### config.mk
export PLATFORM = sky130hd
export DESIGN_NAME = io_periph_responder
export DESIGN_NICKNAME = d
export VERILOG_FILES = /design/src/rtl/io_periph_responder.sv
export SDC_FILE = /design/constraint.sdc
export NUM_CORES = 1
export LEC_CHECK = 0
export ABC_AREA = 0
export CAP_MARGIN = 0
export CORE_AREA = 2 2 99 101
export CTS_BUF_LIST = sky130_fd_sc_hd__clkbuf_8
export CTS_CLUSTER_SIZE = 28
export DETAILED_ROUTE_END_ITERATION = 12
export DIE_AREA = 0 0 101 103
export HOLD_SLACK_MARGIN = 0.03
export PLACE_DENSITY = 0.95
export SKIP_CTS_REPAIR_TIMING = 1
export SLEW_MARGIN = 25
export SYNTH_ARGS = -nofsm -noshare
export SYNTH_HDL_FRONTEND = slang
export SYNTH_SLANG_ARGS = --single-unit
### constraint.sdc
create_clock -name CLK -period 5.29 [get_ports CLK]
set_clock_uncertainty 0.15 [all_clocks]
set_input_delay 0.529 -clock CLK [delete_from_list [all_inputs] [get_ports CLK]]
set_output_delay 0.529 -clock CLK [all_outputs]
set_load 0.03 [all_outputs]
### src/rtl/io_periph_responder.sv
`default_nettype none
// io_periph_responder: CPU IO-bus peripheral (0xC0xxxxxx) with LED register, cycle timer, FIFO-fed 8N1 UART TX.
// Revision 1.0
module io_periph_responder #(
  parameter int CLKS_PER_BIT = 868,
  parameter int FIFO_DEPTH   = 4,
  parameter int LED_W        = 8
) (
  input  logic             CLK,
  input  logic             RESET,
  input  logic [31:0]      IO_A,
  input  logic [1:0]       IOReadS,
  input  logic             IOWriteS,
  input  logic [31:0]      IO_write,
  output logic [31:0]      IO_dout,
  output logic             uart_tx,
  output logic [LED_W-1:0] leds
);

  localparam int AW = $clog2(FIFO_DEPTH);
  localparam int BW = $clog2(CLKS_PER_BIT);
  localparam logic [AW:0]   DEPTH_C   = (AW+1)'(FIFO_DEPTH);
  localparam logic [BW-1:0] BAUD_LAST = BW'(CLKS_PER_BIT - 1);

  typedef enum logic [1:0] {IDLE, START, DATA, STOP} state_t;

  logic       sel, rd, wr;
  logic [1:0] reg_sel;
  logic       unused_addr;

  assign sel         = (IO_A[31:24] == 8'hC0);
  assign reg_sel     = IO_A[3:2];
  assign rd          = sel && (IOReadS != 2'b00);
  assign wr          = sel && IOWriteS;
  assign unused_addr = ^{IO_A[23:4], IO_A[1:0]};

  logic [31:0] timer;
  logic        ovf;

  always_ff @(posedge CLK) begin
    if (RESET) begin
      leds  <= '0;
      timer <= '0;
    end else begin
      if (wr && reg_sel == 2'd0) leds <= IO_write[LED_W-1:0];
      if (wr && reg_sel == 2'd3) timer <= IO_write;
      else                       timer <= timer + 32'd1;
    end
  end

  // TX byte FIFO; full/empty come from pre-edge count so a push while full is dropped.
  logic [7:0]    fifo_mem [FIFO_DEPTH];
  logic [AW-1:0] wr_ptr, rd_ptr;
  logic [AW:0]   count;
  logic          full, empty, push, pop;

  assign full  = (count == DEPTH_C);
  assign empty = (count == '0);
  assign push  = wr && (reg_sel == 2'd1) && !full;

  always_ff @(posedge CLK) begin
    if (push) fifo_mem[wr_ptr] <= IO_write[7:0];
  end

  always_ff @(posedge CLK) begin
    if (RESET) begin
      wr_ptr <= '0;
      rd_ptr <= '0;
      count  <= '0;
      ovf    <= 1'b0;
    end else begin
      if (push) wr_ptr <= wr_ptr + AW'(1);
      if (pop)  rd_ptr <= rd_ptr + AW'(1);
      count <= count + (AW+1)'(push) - (AW+1)'(pop);
      if (wr && reg_sel == 2'd1 && full)              ovf <= 1'b1;
      else if (wr && reg_sel == 2'd2 && IO_write[2])  ovf <= 1'b0;
    end
  end

  state_t        state, state_next;
  logic [BW-1:0] baud, baud_next;
  logic [2:0]    bit_idx, bit_next;
  logic [7:0]    shift, shift_next;
  logic          tx_next, busy;

  always_ff @(posedge CLK) begin
    if (RESET) begin
      state   <= IDLE;
      baud    <= '0;
      bit_idx <= '0;
      shift   <= '0;
      uart_tx <= 1'b1;
    end else begin
      state   <= state_next;
      baud    <= baud_next;
      bit_idx <= bit_next;
      shift   <= shift_next;
      uart_tx <= tx_next;
    end
  end

  // The line level is derived from the current state and registered, so the wire lags the FSM by one cycle.
  always_comb begin
    state_next = state;
    baud_next  = baud;
    bit_next   = bit_idx;
    shift_next = shift;
    pop        = 1'b0;
    tx_next    = 1'b1;
    case (state)
      IDLE: begin
        if (!empty) begin
          pop        = 1'b1;
          shift_next = fifo_mem[rd_ptr];
          baud_next  = '0;
          bit_next   = '0;
          state_next = START;
        end
      end
      START: begin
        tx_next = 1'b0;
        if (baud == BAUD_LAST) begin
          baud_next  = '0;
          state_next = DATA;
        end else begin
          baud_next = baud + BW'(1);
        end
      end
      DATA: begin
        tx_next = shift[0];
        if (baud == BAUD_LAST) begin
          baud_next = '0;
          if (bit_idx == 3'd7) begin
            state_next = STOP;
          end else begin
            bit_next   = bit_idx + 3'd1;
            shift_next = {1'b0, shift[7:1]};
          end
        end else begin
          baud_next = baud + BW'(1);
        end
      end
      STOP: begin
        tx_next = 1'b1;
        if (baud == BAUD_LAST) begin
          baud_next = '0;
          if (!empty) begin
            pop        = 1'b1;
            shift_next = fifo_mem[rd_ptr];
            bit_next   = '0;
            state_next = START;
          end else begin
            state_next = IDLE;
          end
        end else begin
          baud_next = baud + BW'(1);
        end
      end
      default: state_next = IDLE;
    endcase
  end

  assign busy = !empty || (state != IDLE);

  always_comb begin
    IO_dout = '0;
    if (rd) begin
      case (reg_sel)
        2'd0:    IO_dout = 32'(leds);
        2'd2:    IO_dout = {29'd0, ovf, full, busy};
        2'd3:    IO_dout = timer;
        default: IO_dout = '0;
      endcase
    end
  end

endmodule
`default_nettype wire

==> impl_metrics.ini <==
[cells_and_area]
drive_gt1_frac = 0.0633
finalInstanceArea_sq_um = 6300
n_fill_cell = 663
final_nets = 680
area_growth_pct = 22.4
antenna_cells = 0

[die]
fp.dieW_um = 101
num_rows = 36
dieArea_sq_um = 10400
die_h_um = 103
start_util = 0.544
coreArea_sq_um = 9460
io_pins = 110

[setup_path]
crit_family = buffers and inverters
max_stage_delay_ns = 0.69
crit_path_max_fanout = 15
worstPathArrival_ns = 3.59
crit_chain = clkdlybuf4s50_1, or4_4, nor3_1, o21ai_0, buf_4, nor2_1, buf_4, and2_1, clkdlybuf4s50_1
crit_slowest_cell = clkdlybuf4s50_1
cp-start-kind = primary input
crit_buf_inv = 4
cp.required_ns = 4.61
end_kind = output port
crit_type = in2out

[power_and_ir_drop]
cellPowerDensity_nw_per_um2 = 328
ir_drop_v = 0.000171
switching_power_mw = 0.729
switching_share = 0.353
pwr-share-clk = 0.250
p_leak_nw = 2.09
seq_power_share = 0.461
combPwrFrac = 0.289
p_int_mw = 1.34

[clock_tree]
clk_latency_ns = 0.38
root_buffer = clkbuf_8
htree_levels = 3
cts.path.max_buffers = 2
cts_tree = built
clk_pin_slew_ns = 0.10
cts_buffers = 9
cts.sinks = 106

[global_route]
grt-busiest-layer = met2
grt_pass1_vias = 4362
use_met1 = 0.317
grt_overflow = 0
met2_usage = 0.459
grt_use_met3 = 0.0569
grt_max_degree = 74
grt_first_pass_wirelength_um = 21500
track_usage = 0.264
antenna_found_initial = 0

[routing]
dr.pass1.iters = 7
viasPerCell = 6.22
dr_total_vias = 4441
drc = 0
wl_um = 13400
ant_nets = 0
routedWlPerCell_um = 18.8
drtIter0Drc = 331

[yosys]
yosys.area.top_type = dfxtp_1
netlist.area_leader.share = 0.288
yosys_warnings = 0
synth_seq_area_share = 0.475
synth_edf_count = 32
ys_types = 45
synthCells = 522
netlist_area_sq_um = 5150
async_reset_ff_frac = 0
syn_area_per_cell_sq_um = 9.86
ys_ff_latch = 106
synth_top_flop_cell = dfxtp_1
synth_fp_nets = 607
yosys-top-cells-area = dfxtp_1 29%, edfxtp_1 19%, nor2_1 5.3%, a311oi_1 4.1%, mux2i_1 3.9%

[timing]
fin_crit_sh = 0.808
finalSetupTns_ns = 0
fin_crit_ns = 4.27
hold_viol_final = 0
max_freq_mhz = 234
drv_slew = 0
slew_headroom = 0.467
rsz0062_at_grt = false
setup_viol = 0
worstMarginPinSlew_ns = 0.799

[min_path]
holdCritPathClass = reg2reg

[outcome]
outcome = finished, final reports clean

[place]
gp_congestion = 0.822
post_dp_cell_area_sq_um = 6090
hpwlAfterDp_um = 9130
io_buffers = 87

[flow_run]
max_cap_viol_count = 0
-- metrics by stage --
| step | util | instances | total power [mW] | setup slack [ns] | hold WS (ns) |
|---|---|---|---|---|---|
| after CTS | 0.665 | 714 | 2.05 | 1.03 | 0.351 |
| after global placement | 0.643 | 698 | 1.49 | 1.22 | 0.310 |
| after floorplan | - | 522 | 1.38 | 1.92 | 0.294 |
| after global routing | 0.666 | 714 | 2.16 | 0.795 | 0.379 |
| after detailed placement | 0.644 | 698 | 1.54 | 1.04 | 0.331 |
| final | 0.666 | 714 | 2.07 | 1.02 | 0.350 |
-- area by class of cell --
class                           instances  area [sq um]  area share
Clock inverter                          7          83.8      0.0133
Inverter                               14          52.6     0.00834
Tap cell                              114           143      0.0226
Timing Repair Buffer                   91           896       0.142
Clock buffer                            9           124      0.0197
Sequential cell                       106          2440       0.388
Multi-Input combinational cell        373          2560       0.406
-- cell usage after synthesis, drive strengths merged, types with 16 or more instances --
cell and instances:
a311oi 24, clkbuf 27, dfxtp 74, edfxtp 32, o21ai 22, a211oi 21
nand3 16, nor2 72, nand2 24, mux2i 20, a21oi 16, and2 30
-- power by group through the flow --
stage	Sequential, mW	Clock [mW]	Combinational, mW
CTS	0.952	0.516	0.582
finish	0.953	0.516	0.596
floorplan	0.948	0	0.428
detailed placement	0.969	0	0.572
global route	0.963	0.547	0.654
global placement	0.961	0	0.528
-- cells in the final DEF (no fill, tap or decap), types with 4 or more instances in the layout --
cell and count:
a21oi_1 16, a211oi_1 21, nor2_1 72, clkdlybuf4s50_1 86, nand4_1 13, xor2_1 14, inv_1 13, nor3_1 14
mux2i_1 20, dfxtp_1 74, and2_1 28, xnor2_1 10, ha_1 15, or3_1 11, nand2_1 24, mux4_2 8
and3_1 6, edfxtp_1 32, clkbuf_8 9, nand3_1 15, a311oi_1 24, inv_6 4, buf_4 4, a22oi_1 9
o21ai_0 22
-- worst reg2reg max path, cell delays in order (launching register included) --
cell,delay [ns]
dfxtp_1,0.41
ha_1,0.26
and4b_1,0.31
a41oi_1,0.19
nor3_1,0.35
ha_1,0.30
inv_1,0.06
ha_1,0.14
inv_1,0.06
fa_1,0.38
xor2_1,0.17
xnor2_1,0.14
nor2_1,0.05
-- registers in the layout, indices dropped and copies added (netlist names), named ones only --
signal,cells
fifo_mem,32
timer,32
baud,10
leds,8
shift,8
bit_idx,3
count,3
rd_ptr,2
state,2
wr_ptr,2
ovf,1
uart_tx,1
-- path summary, 6_finish.rpt --
kind / cells past startpoint / slack [ns] / from / endpoint
max: 9 / 1.02 / IO_A[25] / IO_dout[16]
min reg2reg: 1 / 0.35 / baud[9]$_SDFFE_PP0P_ / baud[9]$_SDFFE_PP0P_
min: 1 / 0.35 / baud[9]$_SDFFE_PP0P_ / baud[9]$_SDFFE_PP0P_
max reg2reg: 12 / 2.20 / baud[0]$_SDFFE_PP0P_ / count[2]$_SDFF_PP0_
-- layer usage --
layer | part of all wire | vias to the layer above | routed length, um
li1 | - | 2060 | -
met1 | 0.40 | 2135 | 5340
met2 | 0.51 | 206 | 6890
met3 | 0.059 | 40 | 794
met4 | 0.028 | 0 | 370
met5 | 0 | - | 0
-- kinds of logic (layout without fill, tap and decap cells) --
| kind of cell | after synthesis | count (layout) | synth area share |
|---|---|---|---|
| simple gates | 201 | 201 | 0.197 |
| flops | 106 | 106 | 0.475 |
| compound gates | 103 | 103 | 0.140 |
| buf+inv | 43 | 121 | 0.0316 |
| mux | 29 | 29 | 0.0761 |
| xor+xnor | 24 | 24 | 0.0408 |
| fa+ha+maj | 16 | 16 | 0.0404 |
Power figures use the tool's default switching activity.
